==> src/rtl/keypad_pkg.sv <==
// Shared types and constants for the 4x4 keypad scanner.
// Holds the scanner state encoding, the (row, column) -> hex code map that
// matches the seven-segment display encoding, the column drive pattern used
// at reset, and two small helpers for row priority and column drive.
package keypad_pkg;

  typedef enum logic [1:0] {
    SCAN,
    DEBOUNCE,
    HELD
  } state_t;

  // Indexed [row][col]; '*' maps to E and '#' maps to F.
  localparam logic [3:0] KEY_MAP [4][4] = '{
    '{4'h1, 4'h2, 4'h3, 4'hA},
    '{4'h4, 4'h5, 4'h6, 4'hB},
    '{4'h7, 4'h8, 4'h9, 4'hC},
    '{4'hE, 4'h0, 4'hF, 4'hD}
  };

  localparam logic [3:0] COL_IDLE = 4'b1110;

  // Several rows low at once: the lowest row index wins.
  function automatic logic [1:0] lowest_row(input logic [3:0] sample);
    logic [1:0] idx;
    if (!sample[0]) begin
      idx = 2'd0;
    end else if (!sample[1]) begin
      idx = 2'd1;
    end else if (!sample[2]) begin
      idx = 2'd2;
    end else begin
      idx = 2'd3;
    end
    return idx;
  endfunction

  // Active-low drive with exactly one column low.
  function automatic logic [3:0] col_drive(input logic [1:0] idx);
    return ~(4'b0001 << idx);
  endfunction

endpackage

==> src/rtl/sync_2ff.sv <==
// Two-flop synchroniser for signals asynchronous to clk.
// Ports:
//   clk   - system clock
//   reset - synchronous active-high reset, forces both stages to all-ones
//           (the idle level of pulled-up active-low lines)
//   d     - asynchronous input
//   q     - synchronised output, two cycles behind d
module sync_2ff #(
  parameter int WIDTH = 4
) (
  input  logic             clk,
  input  logic             reset,
  input  logic [WIDTH-1:0] d,
  output logic [WIDTH-1:0] q
);

  logic [WIDTH-1:0] meta;

  // First stage may go metastable; only the second stage is used downstream.
  always_ff @(posedge clk) begin
    if (reset) begin
      meta <= '1;
      q    <= '1;
    end else begin
      meta <= d;
      q    <= meta;
    end
  end

endmodule

==> src/rtl/keypad_scanner.sv <==
// 4x4 active-low matrix keypad scanner with per-dwell debouncing.
// Drives one column low at a time, samples the synchronised rows once per
// column dwell, debounces both press and release, and reports the accepted
// key as a hex code with a one-cycle valid pulse and a held level.
// Ports:
//   clk       - system clock
//   reset     - synchronous active-high reset
//   row       - keypad rows, active-low, asynchronous to clk
//   col       - column drive, active-low, exactly one bit low
//   key_code  - hex code of the last accepted key (held between presses)
//   key_valid - one-cycle pulse when a new key is accepted
//   key_held  - high from acceptance until the release is debounced
module keypad_scanner
  import keypad_pkg::*;
#(
  parameter int SCAN_DIV     = 50000,
  parameter int DEBOUNCE_CNT = 4
) (
  input  logic       clk,
  input  logic       reset,
  input  logic [3:0] row,
  output logic [3:0] col,
  output logic [3:0] key_code,
  output logic       key_valid,
  output logic       key_held
);

  localparam int DIV_W = $clog2(SCAN_DIV);
  localparam int CNT_W = $clog2(DEBOUNCE_CNT + 1);
  localparam logic [DIV_W-1:0] DIV_LAST = DIV_W'(SCAN_DIV - 1);
  localparam logic [CNT_W-1:0] CNT_DONE = CNT_W'(DEBOUNCE_CNT);

  logic [3:0]       row_s;
  logic [DIV_W-1:0] div;
  logic             tick;
  state_t           state;
  logic [1:0]       col_idx;
  logic [CNT_W-1:0] count;
  logic [3:0]       latched_row;

  sync_2ff #(.WIDTH(4)) u_row_sync (
    .clk   (clk),
    .reset (reset),
    .d     (row),
    .q     (row_s)
  );

  assign tick = (div == DIV_LAST);

  // Dwell divider: one tick per column dwell; all sampling happens on ticks.
  always_ff @(posedge clk) begin
    if (reset) begin
      div <= '0;
    end else if (tick) begin
      div <= '0;
    end else begin
      div <= div + 1'b1;
    end
  end

  // Scanner FSM. The column index is not changed while a key is being
  // debounced or held, so it doubles as the latched column. The completed
  // count is acted on in the cycle after the tick that reached it, which keeps
  // key_valid a registered single-cycle pulse.
  always_ff @(posedge clk) begin
    if (reset) begin
      state       <= SCAN;
      col_idx     <= 2'd0;
      count       <= '0;
      latched_row <= 4'b1111;
      col         <= COL_IDLE;
      key_code    <= 4'h0;
      key_valid   <= 1'b0;
      key_held    <= 1'b0;
    end else begin
      key_valid <= 1'b0;
      case (state)
        SCAN: begin
          if (tick) begin
            if (row_s != 4'b1111) begin
              latched_row <= row_s;
              count       <= CNT_W'(1);
              state       <= DEBOUNCE;
            end else begin
              col_idx <= col_idx + 2'd1;
              col     <= col_drive(col_idx + 2'd1);
            end
          end
        end
        DEBOUNCE: begin
          if (count == CNT_DONE) begin
            key_code  <= KEY_MAP[lowest_row(latched_row)][col_idx];
            key_valid <= 1'b1;
            key_held  <= 1'b1;
            count     <= '0;
            state     <= HELD;
          end else if (tick) begin
            if (row_s == latched_row) begin
              count <= count + 1'b1;
            end else begin
              count <= '0;
              state <= SCAN;
            end
          end
        end
        HELD: begin
          if (count == CNT_DONE) begin
            key_held <= 1'b0;
            count    <= '0;
            col_idx  <= col_idx + 2'd1;
            col      <= col_drive(col_idx + 2'd1);
            state    <= SCAN;
          end else if (tick) begin
            if (row_s == 4'b1111) begin
              count <= count + 1'b1;
            end else begin
              count <= '0;
            end
          end
        end
        default: begin
          state <= SCAN;
        end
      endcase
    end
  end

endmodule

==> config.mk <==
export PLATFORM = sky130hd
export DESIGN_NAME = keypad_scanner
export DESIGN_NICKNAME = d
export VERILOG_FILES = /design/src/rtl/keypad_pkg.sv /design/src/rtl/sync_2ff.sv /design/src/rtl/keypad_scanner.sv
export SDC_FILE = /design/constraint.sdc
export NUM_CORES = 1
export LEC_CHECK = 0
export ABC_AREA = 1
export ABC_CLOCK_PERIOD_IN_PS = 1700
export CAP_MARGIN = 10
export CORE_ASPECT_RATIO = 1.1
export CORE_MARGIN = 2
export CORE_UTILIZATION = 40
export DETAILED_ROUTE_END_ITERATION = 8
export SLEW_MARGIN = 30
export SYNTH_ARGS = -nofsm -noshare
export SYNTH_HDL_FRONTEND = slang
export SYNTH_SLANG_ARGS = --single-unit
==> constraint.sdc <==
create_clock -name clk -period 1.7 [get_ports clk]
set_input_delay 0.34 -clock clk [delete_from_list [all_inputs] [get_ports clk]]
set_output_delay 0.34 -clock clk [all_outputs]
set_load 0.005 [all_outputs]
# --- Word-level counts from Yosys, hierarchy flattened ---
# Cells that the tools add are included.
op_classes:
  add_sub_neg: 3
  mul: 0
  div_mod_pow: 0
  order_cmp: 2
  eq_ne: 15
  shift: 1
  mux: 40
  bitwise: 4
  reduce_logical: 12
op_table:
  columns: ["op", "n"]
  rows:
  - ["16-bit binary-select mux with 2-bit select", 1]
  - ["16-bit 2-to-1 mux", 2]
  - ["2-bit 2-to-1 mux", 14]
  - ["3-bit 2-to-1 mux", 8]
  - ["4-bit 2-to-1 mux", 5]
  - ["16-bit by 1-bit adder with 16-bit output (second input constant)", 1]
  - ["16-bit == test (second input constant)", 1]
  - ["2-bit != test (second input constant)", 5]
  - ["5-bit AND reduction", 2]
  - ["3-bit != test (second input constant)", 3]
  - ["3-bit case mux with 3 select lines", 1]
  - ["4-bit binary-select mux with 2-bit select", 1]
  - ["4-bit case mux with 2 select lines", 1]
  - ["3-bit >= comparator (second input constant)", 2]
  - ["2-bit inverter with 3-bit output", 2]
  - ["2-bit case mux with 3 select lines", 1]
  - ["3-bit AND reduction", 2]
  - ["4-bit == test", 1]
  - ["4-bit == test (second input constant)", 1]
  - ["1-bit 2-to-1 mux", 4]
  - ["4-bit != test (second input constant)", 1]
  - ["4-bit inverter", 1]
  - ["2-bit case mux with 2 select lines", 1]
  - ["4-bit AND reduction", 1]
  - ["other kinds (13)", 15]
totals:
  reg_bits: 45
  latchBits: 0
  ram_bits: 0
  rom_bits: 0
  inputBits: 6
  output_inout_bits: 10
  elab_cells: 88
  n_memories: 0

# --- Logic depth before layout (Yosys ltp) ---
depth:
  ltp_word: 13
  depth_mapped: 11
  mapped_depth_nobuf: 11

# --- Hierarchy ---
# From an unflattened synthesis, not the netlist that was laid out.
hier_totals:
  cells_unflattened: 309
  area_unflattened_um2: 2244.7
modules_own_cells:
  columns: ["module", "n_inst", "cells_per_inst", "area_each_um2", "seq_area_each_um2"]
  rows:
  - ["keypad_scanner", 1, 284, 2020.7, 740.7]
  - ["sync_2ff", 1, 25, 224.0, 160.2]

# --- Worst setup path after synthesis ---
# Ideal clock, no wire load.
synth_timing:
  kind: "reg2reg"
  from: "register state[0]"
  to: "register col[0]"
  setup_time_ps: 132
  arrival_time_ps: 1328
  t_required_ps: 1568
  path_slack_ps: 240
  path_stages_with_launch: 10
  n_path_buf: 0
  period_less_slack_ps: 1460
  path_cell_list: "dfxtp_1 inv_1 ha_1 inv_1 nor2_2 nor2_2 nand2_4 clkinv_2 nand2_1 nor3b_2"
synth_between:
  elab_chain_cells: 3
  elab_cells_between_ends: 8
  cone_classes: "eq/ne: 4; mux: 1; reduce/logical: 3"
synth_rtl:
  columns: ["element", "line", "source"]
  rows:
  - ["start: declaration", "keypad_scanner.sv:36", "state_t state;"]
  - ["start signal: assignment", "keypad_scanner.sv:67", "state <= SCAN;"]
  - ["start signal: assignment", "keypad_scanner.sv:83", "state <= DEBOUNCE;"]
  - ["start signal: assignment", "keypad_scanner.sv:96", "state <= HELD;"]
  - ["2-bit == test or 2-bit zero test (tied branches)", "keypad_scanner.sv:77", "case (state)"]
  - ["2-bit != test (no source line) or 2-bit nonzero test (tied branches)", null, null]
  - ["4-bit AND reduction (no source line)", null, null]
  - ["end signal: assignment", "keypad_scanner.sv:86", "col <= col_drive(col_idx + 2'd1);"]
  - ["end signal: assignment", "keypad_scanner.sv:111", "col <= col_drive(col_idx + 2'd1);"]
  - ["end: declaration", "keypad_scanner.sv:22", "output logic [3:0] col,"]
# Several ways; a longest one is shown, not always the timed one.
# A chain may end at the register's enable or synchronous reset.

# --- Worst setup path in the final report ---
layout_timing:
  from: "register count[0]"
  to: "register count[2]"
layout_between:
  elab_chain_cells: 5
  elab_cells_between_ends: 12
  cone_classes: "add/sub: 1; eq/ne: 3; mux: 7; reduce/logical: 1"
layout_rtl:
  columns: ["element", "line", "source"]
  rows:
  - ["start: declaration", "keypad_scanner.sv:38", "logic [CNT_W-1:0] count;"]
  - ["start signal: assignment", "keypad_scanner.sv:99", "count <= count + 1'b1;"]
  - ["start signal: assignment", "keypad_scanner.sv:115", "count <= count + 1'b1;"]
  - ["3-bit by 1-bit adder with 3-bit output", "keypad_scanner.sv:99, keypad_scanner.sv:115", null]
  - ["3-bit 2-to-1 mux (on tied branches)", "keypad_scanner.sv:114, keypad_scanner.sv:98", null]
  - ["3-bit 2-to-1 mux (on tied branches)", "keypad_scanner.sv:113, keypad_scanner.sv:97", null]
  - ["3-bit 2-to-1 mux (on tied branches)", "keypad_scanner.sv:107, keypad_scanner.sv:91", null]
  - ["3-bit case mux with 3 select lines", "keypad_scanner.sv:77", null]
# Several ways; a longest one is shown, not always the timed one. The select of a mux whose other input is x is not followed.

==> results.py <==
metrics = {
    "status": {
        "run_status": "complete, no violations",
    },
    "layout": {
        "n_antenna_cell": 0,
        "final_cells": 395,
        "syn_to_final_growth_pct": 16.06,
        "fin_nets": 337,
        "drive_gt1_share_pct": 18.75,
    },
    "logic_synthesis": {
        "netlist_area_um2": 2267,
        "syn_avg_cell_area_um2": 7.634,
        "yosys_warnings": 0,
        "synth_fp_nets": 315,
        "yosysSeqAreaShare_pct": 39.74,
        "synth_cell_type_count": 35,
        "synth-seq-cells": 45,
        "yosys-top-cells-area": "dfxtp_1 40%, nand2_1 8.6%, ha_1 6.6%",
        "netlist.top_cell.by_area": "dfxtp_1",
        "synth_top_area_share_pct": 39.74,
        "syn_inst": 297,
    },
    "clock_network": {
        "clockBufferDepth": 2,
        "cts_buffers": 5,
        "root_buffer": "clkbuf_8",
        "htree_levels": 2,
        "clkTransAtPathRegs_ps": 80,
        "clock-sinks": 45,
        "post_cts_buffers": 0,
        "clk_latency_ps": 290,
        "cts_tree": "built",
    },
    "pwr": {
        "combPwrFrac_pct": 4.7,
        "p_leak_nw": 1.130,
        "power.share.clock_pct": 37.1,
        "switchingPower_w": 0.0004132,
        "power_density_nw_per_um2": 702.3,
        "ir_drop_v": 0.0003972,
        "intPower_w": 0.001435,
        "p_sw_share_pct": 22.36,
        "p_seq_share_pct": 58.2,
        "power_w": 0.001848,
    },
    "drt": {
        "firstDrtPassIters": 4,
        "num_vias": 1861,
        "drt-initial-drc-count": 61,
        "wire_per_inst_um": 10.57,
        "drc": 0,
        "wl_um": 4176,
        "avgViaCountPerCell": 4.711,
        "ant_nets": 0,
    },
    "timing": {
        "setup_violations": 0,
        "relSlewSlack_pct": 76.27,
        "tns_ps": 0,
        "min_period_over_period_pct": 91.87,
        "finClkSkew_ps": 7.988,
        "finalHoldViolCount": 0,
        "clock.fmax_mhz": 640.3,
        "fin_crit_ps": 1562,
        "whs_ps": 412.4,
        "slew_violations": 0,
        "tightestPinTransition_ps": 352.7,
    },
    "global_route": {
        "grt_usage_pct": 14.99,
        "antenna_found_initial": 0,
        "use_met2_pct": 24.37,
        "grtUsageMet1_pct": 18.69,
        "grt-busiest-layer": "met2",
        "grt_pass1_wl_um": 7541,
        "grt_max_degree": 19,
        "grt_pass1_vias": 1732,
        "grtUsageMet3_pct": 4.248,
        "grt-ovfl-total": 0,
    },
    "floorplanning": {
        "fp.dieW_um": 75.78,
        "ios": 16,
        "core-area_um2": 5430,
        "die_h_um": 82.96,
        "start_util_pct": 41.75,
        "rows": 28,
        "die_area_um2": 6287,
    },
    "setup_path": {
        "cp.arrival_ps": 1800,
        "crit_fanout": 3,
        "r2r_slack_ps": 140,
        "r2r_start": "count[0]$_SDFFE_PP0P_",
        "reg2reg_to": "count[2]$_SDFFE_PP0P_",
        "timing_worst_setup_path_type": "flop to flop",
        "start_kind": "flop",
        "startpoint": "count[0]$_SDFFE_PP0P_",
        "crit_end": "count[2]$_SDFFE_PP0P_",
        "crit_required_ps": 1930,
        "critPathCaptureType": "flop",
        "worst-r2r-cell-count": 11,
    },
    "placed_design": {
        "portBuffers": 15,
        "dpl.hpwl_um": 3217,
        "gp_congestion": 0.8376,
        "placed_cells": 387,
    },
    "min_path": {
        "worstHoldPathType": "flop to flop",
    },
    "job": {
        "drv_cap": 0,
    },
}
-- logic make-up after synthesis --
family                   count (synthesis)  share of synthesized area, %
XOR/XNOR                                 6                         2.318
AND/OR/NAND/NOR                        146                         33.39
buffers and inverters                   41                         6.954
flip-flops                              45                         39.73
adder cells (fa/ha/maj)                 12                         6.622
AO/OA/AOI/OAI                           47                         10.98
-- layout by cell type (no fill, tap or decap), drive strengths merged, types with 2 or more instances in the layout --
cell           netlist  final
nand2               62     62
dfxtp               45     45
nor2                43     43
inv                 35     35
a21oi               23     23
o21ai               19     19
clkdlybuf4s50        0     15
ha                  12     12
nand3               12     12
or2                 11     11
nor3                 9      9
clkbuf               2      6
xor2                 5      5
nand4                5      5
buf                  2      4
clkinv               2      4
a31oi                2      2
nor3b                2      2
-- power groups by stage --
stage	clock, W	combinational, W	sequential (W)
5_1_grt	0.000760	0.0000974	0.00108
6_report	0.000685	0.0000864	0.00108
2_1_floorplan	0	0.0000604	0.00110
3_5_place_dp	0	0.0000872	0.00110
4_1_cts	0.000722	0.0000873	0.00108
3_3_place_gp	0	0.0000866	0.00110
-- metal layers --
layer	vias to the layer above	share of wire, %
met5	-	0
met4	0	1.9
met3	8	3.6
met1	837	45
li1	992	-
met2	24	49
-- synthesized netlist by cell type --
cell type  instances
nor3_4             3
o21a_1             1
inv_1             30
nor3_1             4
nor3b_1            1
nand2_1           52
o21ai_1            2
o211ai_1           1
nor3_2             2
or2_0              1
nor4_1             1
ha_1              12
a21oi_2            1
buf_2              2
nor2_1            33
a21oi_1           22
nand4_1            5
nand2_4            4
nand2_2            6
nand3_1           12
xnor2_1            1
nor3b_2            1
xor2_1             5
nor2_2             8
clkinv_2           1
clkinv_1           1
a211oi_1           1
inv_2              5
nor2_4             2
nand3b_1           1
dfxtp_1           45
or2_2             10
clkbuf_1           2
o21ai_0           17
a31oi_1            2
-- flip-flops by register name, summed over array words and instances (netlist names) --
signal / cells
latched_row: 4
count: 3
col: 4
div: 16
key_valid: 1
key_held: 1
state: 2
u_row_sync.meta: 4
col_idx: 2
key_code: 4
u_row_sync.q: 4
-- stage by stage --
| stage | cell area, µm² | util (%) | worst slack, ps |
|---|---|---|---|
| 2_1_floorplan | 2267 | - | 240.0 |
| 3_3_place_gp | 2524 | 46.47 | 118.0 |
| 3_5_place_dp | 2524 | 46.47 | 109.8 |
| 4_1_cts | 2620 | 48.25 | 99.49 |
| 5_1_grt | 2631 | 48.46 | -10.31 |
| 6_report | 2631 | 48.46 | 138.3 |
-- timing repair --
item                                    4_1_cts  5_1_grt
endpoints found under the setup margin        0       11
resized for setup                             0        5
hold buffers                                  0        0
-- critical path, cell delays in order, from the launching register on --
cell	delay [ps]
dfxtp_1	360
inv_1	60
ha_1	210
nand2_1	120
nand2_1	80
nor2_1	130
nand3_1	150
nand2_2	120
nand3_1	70
nand2_1	70
clkinv_1	60
nor2_2	90
-- layout make-up --
cell class / instances / area (µm²)
flip-flops and latches: 45 / 902.1
repair buffers: 19 / 180.2
well taps: 75 / 93.84
clock inverters: 2 / 13.76
clock buffers: 6 / 82.58
fillers: 552 / 2799
multi-input cells: 211 / 1219
inverters: 37 / 140.1
-- how the worst min path moves through the flow --
stage | from | endpoint | cells past startpoint
2_1_floorplan | u_row_sync.meta[0]$_SDFF_PP1_ | u_row_sync.q[0]$_SDFF_PP1_ | 1
3_3_place_gp | u_row_sync.meta[1]$_SDFF_PP1_ | u_row_sync.q[1]$_SDFF_PP1_ | 1
3_5_place_dp | u_row_sync.meta[1]$_SDFF_PP1_ | u_row_sync.q[1]$_SDFF_PP1_ | 1
4_1_cts | u_row_sync.meta[1]$_SDFF_PP1_ | u_row_sync.q[1]$_SDFF_PP1_ | 1
5_1_grt | u_row_sync.meta[2]$_SDFF_PP1_ | u_row_sync.q[2]$_SDFF_PP1_ | 1
6_report | u_row_sync.meta[1]$_SDFF_PP1_ | u_row_sync.q[1]$_SDFF_PP1_ | 1
Note: power is estimated with default switching activity, not from simulation.
